==> src/rtl/sample_timestamp_gen.sv <==
// rtl/sample_timestamp_gen.sv - ADC-domain sample counter, packet framer and held timestamp source
// Optional feature macro: TIMESTAMP_LOAD_EN (adds load_strobe/load_value counter preload)
module sample_timestamp_gen #(
    parameter int TS_WIDTH        = 64,
    parameter int PACKET_SAMPLES  = 256,
    parameter int MIN_HOLD_CYCLES = 8
) (
    input  logic                clk,
    input  logic                rst,
    input  logic                enable,
    input  logic                sample_valid,
`ifdef TIMESTAMP_LOAD_EN
    input  logic                load_strobe,
    input  logic [TS_WIDTH-1:0] load_value,
`endif
    output logic [TS_WIDTH-1:0] count_out,
    output logic                packet_start,
    output logic [TS_WIDTH-1:0] ts_out,
    output logic                ts_valid,
    output logic                ts_overrun
);

    localparam int PKT_W  = $clog2(PACKET_SAMPLES);
    localparam int HOLD_W = $clog2(MIN_HOLD_CYCLES + 1);

    typedef enum logic [1:0] {
        IDLE = 2'd0,
        ARM  = 2'd1,
        RUN  = 2'd2
    } state_t;

    state_t              state, state_nxt;
    logic [PKT_W-1:0]    pkt_cnt, pkt_cnt_nxt;
    logic [HOLD_W-1:0]   hold_cnt;
    logic [TS_WIDTH-1:0] count;
    logic [TS_WIDTH-1:0] sample_ts;
    logic                load_now;
    logic                pkt_start;
    logic                hold_free;

    // A load replaces the counter before this cycle's sample is stamped.
`ifdef TIMESTAMP_LOAD_EN
    assign load_now  = load_strobe;
    assign sample_ts = load_strobe ? load_value : count;
`else
    assign load_now  = 1'b0;
    assign sample_ts = count;
`endif

    assign count_out = count;
    assign hold_free = (hold_cnt == '0);

    always_ff @(posedge clk or posedge rst) begin
        if (rst) begin
            count <= '0;
        end else if (sample_valid) begin
            count <= sample_ts + TS_WIDTH'(1);
        end else if (load_now) begin
            count <= sample_ts;
        end
    end

    always_ff @(posedge clk or posedge rst) begin
        if (rst) begin
            state   <= IDLE;
            pkt_cnt <= '0;
        end else begin
            state   <= state_nxt;
            pkt_cnt <= pkt_cnt_nxt;
        end
    end

    always_comb begin
        state_nxt   = state;
        pkt_cnt_nxt = pkt_cnt;
        pkt_start   = 1'b0;
        if (!enable) begin
            state_nxt   = IDLE;
            pkt_cnt_nxt = '0;
        end else begin
            case (state)
                IDLE: state_nxt = ARM;
                ARM: begin
                    if (sample_valid) begin
                        pkt_start   = 1'b1;
                        state_nxt   = RUN;
                        pkt_cnt_nxt = PKT_W'(1);
                    end
                end
                RUN: begin
                    if (sample_valid) begin
                        pkt_start   = (pkt_cnt == '0);
                        pkt_cnt_nxt = (pkt_cnt == PKT_W'(PACKET_SAMPLES - 1)) ? '0
                                                                              : pkt_cnt + PKT_W'(1);
                    end
                end
                default: begin
                    state_nxt   = IDLE;
                    pkt_cnt_nxt = '0;
                end
            endcase
        end
    end

    // ts_out only moves when the CDC hold window has fully expired.
    always_ff @(posedge clk or posedge rst) begin
        if (rst) begin
            packet_start <= 1'b0;
            ts_valid     <= 1'b0;
            ts_out       <= '0;
            hold_cnt     <= '0;
            ts_overrun   <= 1'b0;
        end else begin
            packet_start <= pkt_start;
            ts_valid     <= pkt_start && hold_free;
            if (pkt_start && hold_free) begin
                ts_out   <= sample_ts;
                hold_cnt <= HOLD_W'(MIN_HOLD_CYCLES);
            end else if (!hold_free) begin
                hold_cnt <= hold_cnt - HOLD_W'(1);
            end
            if (!enable) begin
                ts_overrun <= 1'b0;
            end else if (pkt_start && !hold_free) begin
                ts_overrun <= 1'b1;
            end
        end
    end

endmodule

==> config.mk <==
export PLATFORM = sky130hd
export DESIGN_NAME = sample_timestamp_gen
export DESIGN_NICKNAME = d
export VERILOG_FILES = /design/src/rtl/sample_timestamp_gen.sv
export SDC_FILE = /design/constraint.sdc
export NUM_CORES = 1
export LEC_CHECK = 0
export CORE_MARGIN = 5
export CORE_UTILIZATION = 55
export CTS_CLUSTER_DIAMETER = 120
export DETAILED_ROUTE_END_ITERATION = 7
export GPL_TIMING_DRIVEN = 0
export PLACE_DENSITY = 0.83
export SYNTH_ARGS = -nofsm -noshare
export SYNTH_HDL_FRONTEND = slang
export SYNTH_SLANG_ARGS = --single-unit
==> constraint.sdc <==
create_clock -name clk -period 11.36 [get_ports clk]
set_input_delay 2.84 -clock clk [delete_from_list [all_inputs] [get_ports clk]]
set_output_delay 2.84 -clock clk [all_outputs]
set_load 0.03 [all_outputs]
# After elaboration in Yosys (flattened, before gate mapping)
# Cells that the tools add are included.
# Widths: inputs -> output; s select.
op_classes:
  add_sub_neg: 3
  n_eq_ne: 9
  mux: 16
  reduce_logical: 8
op_table:
  columns: ["operator", "n"]
  rows:
  - ["$add 64x1->64 const B", 1]
  - ["$mux 8", 4]
  - ["$pmux 8 s3", 1]
  - ["$add 8x1->8 const B", 1]
  - ["$eq 8x8->1 const B", 1]
  - ["$logic_not 8->1", 1]
  - ["$mux 4", 2]
  - ["$ne 3x3->1 const B", 2]
  - ["$pmux 2 s3", 1]
  - ["$mux 1", 5]
  - ["$logic_not 4->1", 1]
  - ["$mux 2", 2]
  - ["$ne 2x1->1 const B", 2]
  - ["$ne 2x2->1 const B", 2]
  - ["$sub 4x1->4 const B", 1]
  - ["$reduce_and 3->1", 1]
  - ["$eq 2x1->1 const B", 1]
  - ["$eq 2x2->1 const B", 1]
  - ["$logic_and 1x1->1", 2]
  - ["$logic_not 2->1", 1]
  - ["$pmux 1 s2", 1]
  - ["$reduce_and 2->1", 1]
  - ["$logic_not 1->1", 1]
word_totals:
  ff_bits: 145
  input_bits: 4
  out_inout_bits: 131
  wordCells: 44

# Depth between registers and ports, before layout
# Gate-level depths: netlist of run 1.
depth:
  depth_word: 7
  depth_mapped: 10
  depth_no_buf: 8

# Least setup slack after synthesis of run 1
# No wires, ideal clock.
synth_path:
  kind: "input -> register"
  start: "input port enable"
  end: "register ts_out[20]"
  setup_ns: 0.128
  arrival_ns: 4.238
  required_time_ns: 11.232
  path_slack_ns: 6.995
  cell_stages: 8
  path_buffers: 3
  cell_sequence: "clkbuf_1 > nand3_1 > or2_1 > inv_2 > and2_1 > buf_4 > buf_4 > mux2_1"
synth_between:
  elab_chain_len: 2
synth_rtl:
  columns: ["item", "line", "text"]
  rows:
  - ["start: declaration", "10", "input logic enable,"]
  - ["$mux 1", "77", "if (!enable) begin"]
  - ["via pkt_start", "38", "logic pkt_start;"]
  - ["$logic_and 1x1->1", "116", "if (pkt_start && hold_free) begin"]
  - ["end signal: assignment", "117", "ts_out <= sample_ts;"]
  - ["end: declaration", "18", "output logic [TS_WIDTH-1:0] ts_out,"]
# The timed path passes the listed nets, and every way through them passes these cells.
# A chain may end at the register's enable or synchronous reset.

==> impl_metrics.toml, run 1 <==
[setup_path]
crit_path_top_delay_cell = "nor4_1"
startpoint = "sample_valid"
cp-end-kind = "flop"
r2r_start = "state[0]"
crit_buf_inv = 2
arrival_ps = 5080
worstSetupStartpointType = "input pin"
crit_type = "input pin to flop"
cp.required_ps = 11700
crit_family = "simple AND/OR/NAND/NOR gates"
cpPeakStageDelay_ps = 770
path_cells = "clkdlybuf4s50_1 > buf_2 > nand4_1 > nor4_1 > nand2_1 > nor3_1 > xor2_1"
critPathMaxFanout = 10

[detailed_routing]
drc = 0
drt_iter0_drc = 237
routed_wl_um = 15010
num_vias = 4593
final_antenna_net_count = 0
dr.pass1.iters = 4
via_per_inst = 5.622
wl_per_cell_um = 18.37

[yosys]
ys_seq_area_frac = 0.5718
synth_top_flop_cell = "dfrtp_1"
ys_seq_elements = 145
synthesis.nets = 520
ys_async_sr_fraction = 1.000
syn_avg_cell_area_um2 = 12.47
syn_area_um2 = 6346
yosys_warnings = 0
synth-edff-count = 0
synth_cells = 509
yosysUniqueCellTypes = 47

[sta]
finalCritPeriodShare = 0.4176
relSlewSlack = 0.4015
hold_viol = 0
rsz0062_at_grt = "no"
tns_ps = 0
min_period_ps = 4744
worst_pin_slew_ps = 889.6
setup_viol = 0
max_freq_mhz = 210.8
slew_violations = 0
finClkSkew_ps = 7.408

[hold_path]
hp-class = "flop to flop"
min-delay-start = "ts_out[32]"

[power]
leakagePower_uw = 0.004018
ir_worst_vdd_mv = 0.1582
power_density_nw_per_um2 = 162.1
total_power_uw = 1385

[die]
die_h_um = 117.4
die_area_um2 = 13790
core_um2 = 11370
ios = 135
die_w_um = 117.4
initial_core_util = 0.5582
rows = 39

[outcome]
status = "complete, no violations"

[placed_design]
routabilityCongestion = 0.8250
port_buffers = 133
dp.final_hpwl_um = 10520

[clock_tree]
cts_setup_buffers = 0
ctsResizeCount = 0
cts_hold_buf = 0
clk_pin_slew_ps = 60
cts_tree = "done"
cts_buffers = 17
cts-root-buf = "clkbuf_16"
h-tree-depth = 4
clock_path_buffers = 2
clkSinkCount = 145
clkLatencyLatePin_ps = 410

[layout]
final_util = 0.7512
drive_gt1_frac = 0.1142
area_growth_syn_to_layout_pct = 34.58
final_cell_mix = "dfrtp_1 (145), clkdlybuf4s50_1 (133), mux2_1 (49)"
nets = 673
n_antenna_cell = 0
final_common_cell = "dfrtp_1"

[run]
cap_violations = 0

[grt]
grt.total_usage = 0.2236
grt_pass1_vias = 4794
grt_max_degree = 99
grt_pass1_wl_um = 25010
antenna_found_initial = 0
overflow = 0
==> kinds of logic (layout without fill, tap and decap cells) <==
kind of cell	Yosys count	after routing	synth area share
mux	65	65	0.1153
flops	145	145	0.5718
fa+ha+maj	7	7	0.01380
compound gates	34	34	0.03411
xor+xnor	63	63	0.08695
buf+inv	29	194	0.02129
simple gates	166	166	0.1567
==> synthesized netlist by cell type (9+ instances only) <==
cell type,instances,share of area
and3_1,9,0.0089
nor3_1,16,0.013
nand4_1,20,0.020
dfrtp_1,145,0.57
nand3_1,31,0.024
nand2_1,28,0.017
xor2_1,31,0.043
inv_1,17,0.010
o21ai_0,14,0.011
xnor2_1,32,0.044
nor2_1,23,0.014
mux2_1,49,0.087
mux2_2,16,0.028
==> stage by stage <==
stage / hold WS (ps) / instances / setup WS [ps] / area, um2
after floorplan: 460.9 / 509 / 4625 / 6346
after global placement: 466.7 / 785 / 2874 / 7856
after detailed placement: 473.7 / 786 / 6193 / 7889
after CTS: 486.2 / 817 / 6593 / 8541
after global routing: 503.2 / 817 / 6385 / 8541
final: 481.0 / 817 / 6616 / 8541
==> power by group <==
group / switching, uW / total, uW / internal, uW / leakage, uW
clock: 206 / 611 / 405 / 0.000319
combinational: 111 / 188 / 76.6 / 0.00173
sequential: 35.5 / 585 / 550 / 0.00197
==> final timing paths <==
path,to,cells after the start,slack [ps]
max,count_out[50],7,6620
min,ts_out[32],1,480
max reg2reg,ts_out[24],10,8830
min reg2reg,ts_out[32],1,480
max in group asynchronous,ts_out[6],3,7710
min in group asynchronous,ts_out[56],2,2830
==> area by class of cell <==
type                            count  area [um2]
Buffer                             11       67.56
Clock buffer                       21       470.5
Clock inverter                     10       181.4
Fill cell                         740        2829
Inverter                           18       72.57
Multi-Input combinational cell    335        2582
Sequential cell                   145        3628
Tap cell                          143       178.9
Timing Repair Buffer              134        1359
==> sequential cells by signal, summed over array words and instances, names as in the netlist <==
| signal | flops |
|---|---|
| count_out | 64 |
| packet_start | 1 |
| ts_valid | 1 |
| ts_overrun | 1 |
| state | 2 |
| ts_out | 64 |
| pkt_cnt | 8 |
| hold_cnt | 4 |
==> layer usage <==
layer / track usage / up-vias / routed length (um)
met5: 0 / - / 0
met1: 0.2841 / 2305 / 6242
met4: 0.07542 / 0 / 245
met3: 0.08518 / 18 / 1042
li1: - / 2122 / -
met2: 0.3525 / 148 / 7476
(Power assumes the default switching activity.)
==> inputs of run 2 (changes only) <==
--- a/config.mk
+++ b/config.mk
@@ -6,11 +6,11 @@
 export NUM_CORES = 1
 export LEC_CHECK = 0
 export CORE_MARGIN = 5
-export CORE_UTILIZATION = 55
+export CORE_UTILIZATION = 51
 export CTS_CLUSTER_DIAMETER = 120
 export DETAILED_ROUTE_END_ITERATION = 7
 export GPL_TIMING_DRIVEN = 0
-export PLACE_DENSITY = 0.83
+export PLACE_DENSITY = 0.78
 export SYNTH_ARGS = -nofsm -noshare
 export SYNTH_HDL_FRONTEND = slang
 export SYNTH_SLANG_ARGS = --single-unit
==> constraint.sdc (replaced) <==
create_clock -name clk -period 4.4 [get_ports clk]
set_input_delay 1.1 -clock clk [delete_from_list [all_inputs] [get_ports clk]]
set_output_delay 1.1 -clock clk [all_outputs]
set_load 0.03 [all_outputs]
==> run 2 against run 1 <==
  * First-iteration DRC count decreased by 11%
  * Critical path type unchanged
  * Count of clock-buffer cells in the layout grew 4
  * Sequential power rose to 2.6 times the previous value
==> impl_metrics.toml, run 2 (synthesis results as in run 1) <==
[outcome]
status = "complete, no violations"

[clock_tree]
cts_buffers = 17
cts-root-buf = "clkbuf_16"
cts_setup_buffers = 0
clkSinkCount = 145
h-tree-depth = 4
cts_tree = "done"
cts_hold_buf = 0
clk_pin_slew_ps = 60
clkLatencyLatePin_ps = 420
ctsResizeCount = 0
clock_path_buffers = 2

[sta]
setup_viol = 0
timing.final.ws_setup_ps = 1402
max_freq_mhz = 333.5
min_period_ps = 2998
relSlewSlack = 0.3839
finalCritPeriodShare = 0.6814
hold_viol = 0
slew_violations = 0
rsz0062_at_grt = "no"
finClkSkew_ps = 7.189
tns_ps = 0
worst_pin_slew_ps = 915.7

[detailed_routing]
final_antenna_net_count = 0
via_per_inst = 5.453
routed_wl_um = 14570
dr.pass1.iters = 4
drt_iter0_drc = 212
wl_per_cell_um = 17.26
num_vias = 4602
drc = 0

[setup_path]
cp.required_ps = 4740
worstSetupStartpointType = "input pin"
worst_r2r_path_depth = 10
cpPeakStageDelay_ps = 790
r2r_end = "ts_out[30]"
crit_type = "input pin to flop"
r2r_start = "state[0]"
arrival_ps = 3340
critPathMaxFanout = 10
rrSetupSlack_ps = 1840
cp-end-kind = "flop"
path_cells = "clkdlybuf4s50_1 > buf_2 > nand4_1 > nor4_1 > nand2_1 > nor3_1 > xor2_1"
crit_path_top_delay_cell = "nor4_1"

[grt]
grt_pass1_vias = 4705
antenna_found_initial = 0
grt.total_usage = 0.2073
overflow = 0
grt_max_degree = 45
grt_pass1_wl_um = 24030

[layout]
area_growth_syn_to_layout_pct = 34.44
n_antenna_cell = 0
final_common_cell = "dfrtp_1"
drive_gt1_frac = 0.1095
final_cell_mix = "dfrtp_1 (145), clkdlybuf4s50_1 (133), mux2_1 (49)"
final_util = 0.7044
nets = 675

[power]
p_int_uw = 2537
p_clk_frac = 0.417
switching_share = 0.2594
leakagePower_uw = 0.003995
power_frac_comb = 0.143
p_seq_frac = 0.440
power_density_nw_per_um2 = 401.4
ir_worst_vdd_mv = 0.4238
power.switching_uw = 888.4
total_power_uw = 3425

[die]
rows = 40
ios = 135
die_w_um = 121.6
die_h_um = 121.6
initial_core_util = 0.5240
die_area_um2 = 14770
core_um2 = 12110

[placed_design]
port_buffers = 133
routabilityCongestion = 0.8603
place_ws_ps = 925.7
dp.final_hpwl_um = 10520

[hold_path]
min-delay-start = "ts_out[51]"
hp-class = "flop to flop"
holdPathStages = 1
holdPathEnd = "ts_out[51]"

[run]
cap_violations = 0
run 2: critical path, delay by kind of cell:
kind | cells | cell delay [ps]
and+or+nand+nor | 4 | 1370
xor gates and xnor gates | 1 | 190
buffers and inverters | 2 | 680
run 2: power by group through the flow:
stage          clock network (uW)  logic [uW]  registers [uW]
3_5_place_dp                    0         491            1530
4_1_cts                      1450         495            1510
5_1_grt                      1510         532            1520
3_3_place_gp                    0         470            1530
6_report                     1430         490            1510
2_1_floorplan                   0         184            1630
run 2: how the worst max path moves through the flow:
stage                     slack (ps)         start  cells past startpoint       endpoint
after floorplan                 1480           rst                      1   count_out[0]
after global placement           330           rst                      2     ts_out[17]
after detailed placement         930  sample_valid                      7  count_out[50]
after CTS                       1360  sample_valid                      7  count_out[50]
after global routing            1190  sample_valid                      7  count_out[50]
final                           1400  sample_valid                      7  count_out[50]
run 2: per-layer routing:
layer  track usage  share of wire  vias up
li1              -              -     2129
met1        0.2611           0.42     2313
met2        0.3361           0.50      136
met3       0.06546          0.063       24
met4       0.07913          0.020        0
met5             0              0        -
run 2: final cells by class:
type	instances	area (um2)
plain buffers	11	67.56
clock buffers	25	475.5
repair buffers	136	1391
clock inverters	6	105.1
inverters	18	71.32
multi-input cells	335	2582
fillers	872	3580
flip-flops and latches	145	3628
well taps	168	210.2
run 2: through the flow:
stage                     hold slack, ps  std cells  area (um2)
after floorplan                    460.9        509        6350
after global placement             466.2        810        7891
after detailed placement           473.7        813        7951
after CTS                          485.8        844        8532
after global routing               503.2        844        8532
final                              479.5        844        8532
